## config.mk

```make
export PLATFORM = sky130hd
export DESIGN_NAME = decode_stage_fwd_flat
export DESIGN_NICKNAME = d
export VERILOG_FILES = /design/src/rtl/decode_stage_fwd_pkg.sv /design/src/rtl/decode_stage_fwd_if.sv /design/src/rtl/decode_stage_fwd_imm_gen.sv /design/src/rtl/decode_stage_fwd.sv /design/src/flat_wrapper.sv
export SDC_FILE = /design/constraint.sdc
export NUM_CORES = 1
export LEC_CHECK = 0
export CAP_MARGIN = 20
export CORE_AREA = 2 2 298 300
export DETAILED_ROUTE_END_ITERATION = 6
export DIE_AREA = 0 0 300 302
export DONT_BUFFER_PORTS = 1
export GPL_ROUTABILITY_DRIVEN = 1
export MAX_ROUTING_LAYER = met4
export PLACE_DENSITY_LB_ADDON = 0.05
export SLEW_MARGIN = 15
export SYNTH_ARGS = -nofsm -noshare
export SYNTH_HDL_FRONTEND = slang
export SYNTH_SLANG_ARGS = --single-unit
```

## constraint.sdc

```tcl
create_clock -name CLK -period 4 [get_ports CLK]
set_clock_uncertainty 0.2 [all_clocks]
set_input_delay 0.8 -clock CLK [delete_from_list [all_inputs] [get_ports CLK]]
set_output_delay 0.8 -clock CLK [all_outputs]
set_load 0.005 [all_outputs]
```

## src/rtl/decode_stage_fwd_pkg.sv

```systemverilog
// RV opcode map, immediate-format classes and operand-use helpers shared by the decode slice.
package decode_stage_fwd_pkg;

  localparam logic [6:0] OPC_OP        = 7'b0110011;
  localparam logic [6:0] OPC_OP_IMM    = 7'b0010011;
  localparam logic [6:0] OPC_OP_32     = 7'b0111011;
  localparam logic [6:0] OPC_OP_IMM_32 = 7'b0011011;
  localparam logic [6:0] OPC_LOAD      = 7'b0000011;
  localparam logic [6:0] OPC_STORE     = 7'b0100011;
  localparam logic [6:0] OPC_BRANCH    = 7'b1100011;
  localparam logic [6:0] OPC_LUI       = 7'b0110111;
  localparam logic [6:0] OPC_AUIPC     = 7'b0010111;
  localparam logic [6:0] OPC_JAL       = 7'b1101111;
  localparam logic [6:0] OPC_JALR      = 7'b1100111;
  localparam logic [6:0] OPC_SYSTEM    = 7'b1110011;

  typedef enum logic [2:0] {
    IMM_NONE,
    IMM_I,
    IMM_SHAMT,
    IMM_SHAMTW,
    IMM_S,
    IMM_B,
    IMM_U,
    IMM_J
  } imm_type_t;

  // funct3 001/101 are the shift encodings inside OP-IMM and OP-IMM-32
  function automatic imm_type_t imm_type_of(input logic [6:0] opc, input logic [2:0] funct3);
    imm_type_t t;
    t = IMM_NONE;
    case (opc)
      OPC_OP_IMM:          t = (funct3[1:0] == 2'b01) ? IMM_SHAMT : IMM_I;
      OPC_OP_IMM_32:       t = (funct3[1:0] == 2'b01) ? IMM_SHAMTW : IMM_I;
      OPC_LOAD, OPC_JALR:  t = IMM_I;
      OPC_STORE:           t = IMM_S;
      OPC_BRANCH:          t = IMM_B;
      OPC_LUI, OPC_AUIPC:  t = IMM_U;
      OPC_JAL:             t = IMM_J;
      default:             t = IMM_NONE;
    endcase
    return t;
  endfunction

  function automatic logic uses_rs1(input logic [6:0] opc);
    return !(opc inside {OPC_LUI, OPC_AUIPC, OPC_JAL});
  endfunction

  function automatic logic uses_rs2(input logic [6:0] opc);
    return opc inside {OPC_OP, OPC_OP_32, OPC_STORE, OPC_BRANCH};
  endfunction

endpackage

```

## src/rtl/decode_stage_fwd_if.sv

```systemverilog
// Fetch/regfile/forwarding/execute signal bundle around the decode stage; slave = decode stage.
interface decode_stage_fwd_if #(
  parameter int XLEN        = 64,
  parameter int NUM_FWD     = 2,
  parameter int STALL_CNT_W = 32
);
  logic                     DE_V;
  logic [31:0]              DE_IR;
  logic [XLEN-1:0]          DE_NPC;
  logic                     DE_READY;
  logic [4:0]               RS1_ADDR;
  logic [4:0]               RS2_ADDR;
  logic [XLEN-1:0]          RF_RS1;
  logic [XLEN-1:0]          RF_RS2;
  logic [NUM_FWD-1:0]       FWD_V;
  logic [5*NUM_FWD-1:0]     FWD_RD;
  logic [XLEN*NUM_FWD-1:0]  FWD_DATA;
  logic                     FLUSH;
  logic                     EXE_READY;
  logic                     EXE_V;
  logic [31:0]              EXE_IR;
  logic [XLEN-1:0]          EXE_NPC;
  logic [XLEN-1:0]          EXE_OP1;
  logic [XLEN-1:0]          EXE_OP2;
  logic [XLEN-1:0]          EXE_RS2;
  logic [XLEN-1:0]          EXE_IMM;
  logic [STALL_CNT_W-1:0]   STALL_CNT;

  modport master (
    output DE_V, DE_IR, DE_NPC, RF_RS1, RF_RS2, FWD_V, FWD_RD, FWD_DATA, FLUSH, EXE_READY,
    input  DE_READY, RS1_ADDR, RS2_ADDR, EXE_V, EXE_IR, EXE_NPC, EXE_OP1, EXE_OP2, EXE_RS2,
           EXE_IMM, STALL_CNT
  );

  modport slave (
    input  DE_V, DE_IR, DE_NPC, RF_RS1, RF_RS2, FWD_V, FWD_RD, FWD_DATA, FLUSH, EXE_READY,
    output DE_READY, RS1_ADDR, RS2_ADDR, EXE_V, EXE_IR, EXE_NPC, EXE_OP1, EXE_OP2, EXE_RS2,
           EXE_IMM, STALL_CNT
  );
endinterface

```

## src/rtl/decode_stage_fwd_imm_gen.sv

```systemverilog
// Combinational immediate decoder: IR -> XLEN immediate, sign-extended except shift amounts.
module decode_stage_fwd_imm_gen
  import decode_stage_fwd_pkg::*;
#(
  parameter int XLEN = 64
) (
  input  logic [31:0]     ir,
  output logic [XLEN-1:0] imm
);

  localparam int SHW = $clog2(XLEN);

  imm_type_t          ty;
  logic signed [31:0] simm;

  assign ty = imm_type_of(ir[6:0], ir[14:12]);

  always_comb begin
    simm = '0;
    case (ty)
      IMM_I:   simm = 32'($signed(ir[31:20]));
      IMM_S:   simm = 32'($signed({ir[31:25], ir[11:7]}));
      IMM_B:   simm = 32'($signed({ir[31], ir[7], ir[30:25], ir[11:8], 1'b0}));
      IMM_U:   simm = {ir[31:12], 12'h000};
      IMM_J:   simm = 32'($signed({ir[31], ir[19:12], ir[20], ir[30:21], 1'b0}));
      default: simm = '0;
    endcase

    // simm is signed, so the width cast replicates bit 31 up to XLEN
    if (ty == IMM_SHAMT) begin
      imm = XLEN'(ir[20 +: SHW]);
    end else if (ty == IMM_SHAMTW) begin
      imm = XLEN'(ir[24:20]);
    end else begin
      imm = XLEN'(simm);
    end
  end

endmodule

```

## src/rtl/decode_stage_fwd.sv

```systemverilog
// Decode stage: operand read + forwarding + imm gen into the DE->EXE latch, one cycle when not stalled.
// DE_READY drops on EXE backpressure or load-use interlock; FLUSH kills the latch and accepts DE.
module decode_stage_fwd
  import decode_stage_fwd_pkg::*;
#(
  parameter int XLEN             = 64,
  parameter int NUM_FWD          = 2,
  parameter int LOAD_USE_BUBBLES = 1,
  parameter int STALL_CNT_W      = 32
) (
  input  logic             CLK,
  input  logic             RESET,
  decode_stage_fwd_if.slave bus
);

  typedef struct packed {
    logic            v;
    logic [31:0]     ir;
    logic [XLEN-1:0] npc;
    logic [XLEN-1:0] op1;
    logic [XLEN-1:0] op2;
    logic [XLEN-1:0] rs2;
    logic [XLEN-1:0] imm;
  } exe_t;

  localparam logic [1:0] BUB_INIT = 2'(LOAD_USE_BUBBLES - 1);

  logic [6:0]             de_opc;
  logic [4:0]             rs1;
  logic [4:0]             rs2;
  logic                   rs1_use;
  logic                   rs2_use;
  logic [XLEN-1:0]        imm;
  logic [XLEN-1:0]        op1;
  logic [XLEN-1:0]        op2;
  logic [NUM_FWD-1:0]     hit1;
  logic [NUM_FWD-1:0]     hit2;
  logic [4:0]             exe_rd;
  logic                   hz_start;
  logic                   de_ready;
  exe_t                   exe_q;
  logic [1:0]             bub_cnt;
  logic [STALL_CNT_W-1:0] stall_cnt;

  assign de_opc  = bus.DE_IR[6:0];
  assign rs1     = bus.DE_IR[19:15];
  assign rs2     = bus.DE_IR[24:20];
  assign rs1_use = uses_rs1(de_opc);
  assign rs2_use = uses_rs2(de_opc);

  decode_stage_fwd_imm_gen #(.XLEN(XLEN)) u_imm_gen (
    .ir  (bus.DE_IR),
    .imm (imm)
  );

  for (genvar i = 0; i < NUM_FWD; i++) begin : g_fwd
    assign hit1[i] = bus.FWD_V[i] && (bus.FWD_RD[5*i +: 5] == rs1);
    assign hit2[i] = bus.FWD_V[i] && (bus.FWD_RD[5*i +: 5] == rs2);
  end

  // Walk oldest to youngest so the lowest matching index is the last writer
  always_comb begin
    op1 = bus.RF_RS1;
    op2 = bus.RF_RS2;
    for (int i = NUM_FWD - 1; i >= 0; i--) begin
      if (hit1[i]) op1 = bus.FWD_DATA[XLEN*i +: XLEN];
      if (hit2[i]) op2 = bus.FWD_DATA[XLEN*i +: XLEN];
    end
    if (rs1 == 5'd0) op1 = '0;
    if (rs2 == 5'd0) op2 = '0;
  end

  assign exe_rd   = exe_q.ir[11:7];
  assign hz_start = bus.DE_V && exe_q.v && (exe_q.ir[6:0] == OPC_LOAD) && (exe_rd != 5'd0) &&
                    ((rs1_use && (rs1 == exe_rd)) || (rs2_use && (rs2 == exe_rd)));
  assign de_ready = bus.FLUSH || (bus.EXE_READY && !hz_start && (bub_cnt == 2'd0));

  always_ff @(posedge CLK) begin
    if (RESET) begin
      exe_q     <= '0;
      bub_cnt   <= '0;
      stall_cnt <= '0;
    end else begin
      if (bus.FLUSH) begin
        exe_q.v <= 1'b0;
        bub_cnt <= '0;
      end else if (bus.EXE_READY) begin
        if (de_ready) begin
          exe_q.v   <= bus.DE_V;
          exe_q.ir  <= bus.DE_IR;
          exe_q.npc <= bus.DE_NPC;
          exe_q.op1 <= op1;
          exe_q.op2 <= bus.DE_IR[5] ? op2 : imm;
          exe_q.rs2 <= op2;
          exe_q.imm <= imm;
        end else begin
          exe_q.v <= 1'b0;
        end
        if (hz_start) begin
          bub_cnt <= BUB_INIT;
        end else if (bub_cnt != 2'd0) begin
          bub_cnt <= bub_cnt - 2'd1;
        end
      end

      if (bus.DE_V && !de_ready && !bus.FLUSH && (stall_cnt != '1)) begin
        stall_cnt <= stall_cnt + STALL_CNT_W'(1);
      end
    end
  end

  assign bus.DE_READY  = de_ready;
  assign bus.RS1_ADDR  = rs1;
  assign bus.RS2_ADDR  = rs2;
  assign bus.EXE_V     = exe_q.v;
  assign bus.EXE_IR    = exe_q.ir;
  assign bus.EXE_NPC   = exe_q.npc;
  assign bus.EXE_OP1   = exe_q.op1;
  assign bus.EXE_OP2   = exe_q.op2;
  assign bus.EXE_RS2   = exe_q.rs2;
  assign bus.EXE_IMM   = exe_q.imm;
  assign bus.STALL_CNT = stall_cnt;

endmodule

```

## src/flat_wrapper.sv

```systemverilog
// flat-port wrapper written by rule: the top's interface ports become plain ports
module decode_stage_fwd_flat import decode_stage_fwd_pkg::*;
#(
  parameter int XLEN             = 64,
  parameter int NUM_FWD          = 2,
  parameter int LOAD_USE_BUBBLES = 1,
  parameter int STALL_CNT_W      = 32
)
  (CLK, RESET, bus_DE_V, bus_DE_IR, bus_DE_NPC, bus_RF_RS1, bus_RF_RS2, bus_FWD_V, bus_FWD_RD, bus_FWD_DATA, bus_FLUSH, bus_EXE_READY, bus_DE_READY, bus_RS1_ADDR, bus_RS2_ADDR, bus_EXE_V, bus_EXE_IR, bus_EXE_NPC, bus_EXE_OP1, bus_EXE_OP2, bus_EXE_RS2, bus_EXE_IMM, bus_STALL_CNT);
  decode_stage_fwd_if #(.XLEN(XLEN), .NUM_FWD(NUM_FWD), .STALL_CNT_W(STALL_CNT_W)) bus_i ();
  input  logic CLK;
  input  logic RESET;
  input wire logic [$bits(bus_i.DE_V)-1:0] bus_DE_V;
  input wire logic [$bits(bus_i.DE_IR)-1:0] bus_DE_IR;
  input wire logic [$bits(bus_i.DE_NPC)-1:0] bus_DE_NPC;
  input wire logic [$bits(bus_i.RF_RS1)-1:0] bus_RF_RS1;
  input wire logic [$bits(bus_i.RF_RS2)-1:0] bus_RF_RS2;
  input wire logic [$bits(bus_i.FWD_V)-1:0] bus_FWD_V;
  input wire logic [$bits(bus_i.FWD_RD)-1:0] bus_FWD_RD;
  input wire logic [$bits(bus_i.FWD_DATA)-1:0] bus_FWD_DATA;
  input wire logic [$bits(bus_i.FLUSH)-1:0] bus_FLUSH;
  input wire logic [$bits(bus_i.EXE_READY)-1:0] bus_EXE_READY;
  output wire logic [$bits(bus_i.DE_READY)-1:0] bus_DE_READY;
  output wire logic [$bits(bus_i.RS1_ADDR)-1:0] bus_RS1_ADDR;
  output wire logic [$bits(bus_i.RS2_ADDR)-1:0] bus_RS2_ADDR;
  output wire logic [$bits(bus_i.EXE_V)-1:0] bus_EXE_V;
  output wire logic [$bits(bus_i.EXE_IR)-1:0] bus_EXE_IR;
  output wire logic [$bits(bus_i.EXE_NPC)-1:0] bus_EXE_NPC;
  output wire logic [$bits(bus_i.EXE_OP1)-1:0] bus_EXE_OP1;
  output wire logic [$bits(bus_i.EXE_OP2)-1:0] bus_EXE_OP2;
  output wire logic [$bits(bus_i.EXE_RS2)-1:0] bus_EXE_RS2;
  output wire logic [$bits(bus_i.EXE_IMM)-1:0] bus_EXE_IMM;
  output wire logic [$bits(bus_i.STALL_CNT)-1:0] bus_STALL_CNT;
  assign bus_i.DE_V = bus_DE_V;
  assign bus_i.DE_IR = bus_DE_IR;
  assign bus_i.DE_NPC = bus_DE_NPC;
  assign bus_i.RF_RS1 = bus_RF_RS1;
  assign bus_i.RF_RS2 = bus_RF_RS2;
  assign bus_i.FWD_V = bus_FWD_V;
  assign bus_i.FWD_RD = bus_FWD_RD;
  assign bus_i.FWD_DATA = bus_FWD_DATA;
  assign bus_i.FLUSH = bus_FLUSH;
  assign bus_i.EXE_READY = bus_EXE_READY;
  assign bus_DE_READY = bus_i.DE_READY;
  assign bus_RS1_ADDR = bus_i.RS1_ADDR;
  assign bus_RS2_ADDR = bus_i.RS2_ADDR;
  assign bus_EXE_V = bus_i.EXE_V;
  assign bus_EXE_IR = bus_i.EXE_IR;
  assign bus_EXE_NPC = bus_i.EXE_NPC;
  assign bus_EXE_OP1 = bus_i.EXE_OP1;
  assign bus_EXE_OP2 = bus_i.EXE_OP2;
  assign bus_EXE_RS2 = bus_i.EXE_RS2;
  assign bus_EXE_IMM = bus_i.EXE_IMM;
  assign bus_STALL_CNT = bus_i.STALL_CNT;
  decode_stage_fwd #(.XLEN(XLEN), .NUM_FWD(NUM_FWD), .LOAD_USE_BUBBLES(LOAD_USE_BUBBLES), .STALL_CNT_W(STALL_CNT_W)) u_core (.CLK(CLK), .RESET(RESET), .bus(bus_i));
endmodule
```

==> summary.txt <==
Run status
  • Status: completed

Placement
  • Placer congestion estimate: just under 0.9
  • Port Buf Inserts: 0
  • Placed insts: around 3,200
  • Dpl hpwl: between 60,000 and 70,000 um

Global route
  • GR peak layer: met2
  • Met1 Use GR: 0.207
  • Met2 usage: 0.319
  • Initial antenna violation count: 6
  • GRT met3 Usage: 0.0753
  • First-pass GRT wire length: about 120,000 um
  • All-Layer GR Usage: 0.191
  • Largest net degree at the start of global routing: 311
  • Number of global-route vias before repair: 15,400
  • Gr ovfl total: 0

Synth
  • Count of different cell masters after synthesis: 67
  • Mapped Cells: 2,189
  • Yosys warnings: 0
  • Ys async rst share: 0
  • Register area share after synthesis: 0.418
  • Synth Area per Inst: roughly 7.8 um2
  • Synth Cell Area: 0.0170 mm2
  • Syn Nets: 2,560
  • Post-synth EDFFs: 0
  • Main flop type after synthesis: dfxtp_1
  • Post-synthesis sequential element count: around 360

Die
  • Die Y: 302 um
  • Core Box Area: roughly 0.088 mm2
  • # rows: between 100 and 150
  • Horiz. Die Dim: about 300 um
  • Starting Density: 0.194
  • Die area: 0.0906 mm2
  • Ports: 765

STA
  • Worst Max-Slew Pin Slew: 0.995 ns
  • RSZ-0062 raised after global routing: no
  • Final hold violation count: 0
  • Final Cycle Share: 0.863
  • Tmin final: approximately 3.5 ns
  • Pins Over Slew Limit: 0
  • F_max: between 0.2 and 0.3 GHz
  • Final setup vio count: 0
  • Final TNS setup: 0 ns
  • Slew margin rel.: 0.334

Layout
  • Multi-input logic area: ~0.009 mm2
  • Fill cells: about 9,800
  • Layout Utilization: 0.222
  • Layout cell share with drive strength beyond 1: 0.0832
  • Register area: a little over 0.007 mm2
  • Synth-to-Final Area Change: 14.5%
  • Fin cells: 3,266
  • Nets: 2,426

Clock tree
  • CTS tree: built
  • Post-CTS Resized: 0
  • Post-CTS Setup Inserts: 0
  • Clock buffer depth: 3
  • TritonCTS buffer count: 48
  • Clock root buffer master: clkbuf_16
  • CTS Hold Bufs: 0
  • CTS clock-pin slew for the worst setup and hold paths: around 0.060 ns
  • H-Tree Depth: 2
  • Worst skew pair latency: 0.59 ns
  • Clock sink total: about 360

Setup path
  • Cell Chain, Critical Path: nor4_1 > nand4_1 > or4_1 > and3_4 > nor2_4 > buf_4 > a22oi_1 > nand2_1
  • CP Class: reg -> reg
  • Critical path arrival: 3.77 ns
  • Slowest CP cell: or4_1
  • CP max stage delay: 0.63 ns
  • CP startpoint kind: flop
  • Critical path data required time: 4.32 ns
  • Critical Path Fanout Max: 21
  • CP Capture Type: flop

Route
  • Number of DRC markers in iteration 0: 1,140
  • DRC viols: 0
  • Drt pass-1 iters: 5
  • Vias/cell: 4.79
  • Routed len/inst: ~27 um
  • Routed via count: ~16,000
  • Routed Antenna Nets: 0
  • Drt total wl: 88,700 um

Min path
  • Hold Path Class: in -> reg

Pwr
  • Peak VDD IR: between 0.2 and 0.3 mV
  • Pwr Total: approximately 9 mW
  • PD cells: ~450 mW/mm2
  • Pleak: 6.91 nW

Run
  • Max-cap violations: 0
Yosys cell counts, drive strengths merged (3+ instances only):
master	instances	area (um2)
nand2	432	1620
dfxtp	355	7110
nor2	315	1190
a21oi	248	1250
a22oi	150	1270
buf	121	757
clkbuf	110	413
mux2i	80	801
a31oi	63	394
nor3	44	220
xnor2	36	315
o21ai	29	149
nand3	20	105
nand4	18	119
xor2	17	149
a211oi	15	113
a221oi	13	114
nor4	13	96.3
and2	12	75.1
inv	11	41.3
o22ai	10	62.6
and3	8	50.1
or4	8	63.8
o211ai	7	52.6
o31ai	7	52.6
nor2b	5	31.3
o21a	4	30.0
and3b	3	26.3
nor4b	3	26.3
final timing paths:
check | startpoint | end | slack (ns) | cells past startpoint
max | u_core.bus.EXE_IR[3]$_SDFFE_PP0P_ | u_core.bus.EXE_OP2[62]$_SDFFE_PP0P_ | 0.55 | 8
min | RESET | u_core.bus.STALL_CNT[7]$_SDFFE_PP0P_ | 0.07 | 1
max reg2reg | u_core.bus.EXE_IR[3]$_SDFFE_PP0P_ | u_core.bus.EXE_OP2[62]$_SDFFE_PP0P_ | 0.55 | 8
min reg2reg | u_core.bus.EXE_NPC[8]$_SDFFE_PP0P_ | u_core.bus.EXE_NPC[8]$_SDFFE_PP0P_ | 0.28 | 2
metrics by stage:
stage,setup WS [ns],hold slack (ns),instance area [um2]
floorplan,0.824,0.248,17000
global placement,0.154,0.266,17900
finish,0.550,0.0727,19400
CTS,0.486,0.0207,19400
detailed placement,0.162,0.268,17900
global route,0.370,0.0206,19400
report_power, final:
group / internal (mW) / leakage [nW] / switching, mW
combinational: 0.263 / 3.27 / 0.455
sequential: 3.68 / 2.89 / 0.177
clock: 2.45 / 0.753 / 1.81
layout by cell type (no fill, tap or decap), types with 29 or more instances in the layout:
cell,instances
a22oi_2,29
nor2_1,311
dfxtp_1,354
nor3_1,44
clkbuf_16,48
buf_4,33
mux2i_1,80
a31oi_1,63
nand2_1,431
xnor2_1,36
a22oi_1,121
a21oi_1,245
layout make-up:
class,count,area share
clock buffers,69,0.0699
flip-flops and latches,355,0.366
multi-input cells,1592,0.449
inverters,11,0.00212
repair buffers,47,0.0271
diodes,10,0.00129
well taps,1165,0.0749
clock inverters,17,0.00946
routing by layer:
metal,share of wire,vias to the layer above
met5,0,-
met4,0.033,0
met3,0.094,115
met2,0.49,614
met1,0.38,7589
li1,-,7310
registers in the layout (all words and copies together), names as in the netlist:
name,count
u_core.bus.STALL_CNT,32
u_core.bus.EXE_IR,32
u_core.bus.EXE_IMM,32
u_core.bus.EXE_V,1
u_core.bus.EXE_OP1,64
u_core.bub_cnt,2
u_core.bus.EXE_OP2,64
u_core.bus.EXE_RS2,64
u_core.bus.EXE_NPC,64
logic make-up (layout without fill, tap and decap cells):
kind of cell | after synthesis | count (layout) | share of synthesized area
mux | 82 | 82 | 0.0485
compound gates | 559 | 559 | 0.213
fa+ha+maj | 2 | 2 | 0.00147
other cells | 0 | 10 | 0
buf+inv | 242 | 144 | 0.0713
simple gates | 896 | 896 | 0.220
xor+xnor | 53 | 53 | 0.0273
flops | 355 | 355 | 0.418
critical path, delay by kind of cell (launching register included):
kind	cells	cell delay, ns
simple gates	6	2.21
flops	1	0.33
compound gates	1	0.15
buf+inv	1	0.45
Note: power is estimated with default switching activity, not from simulation.
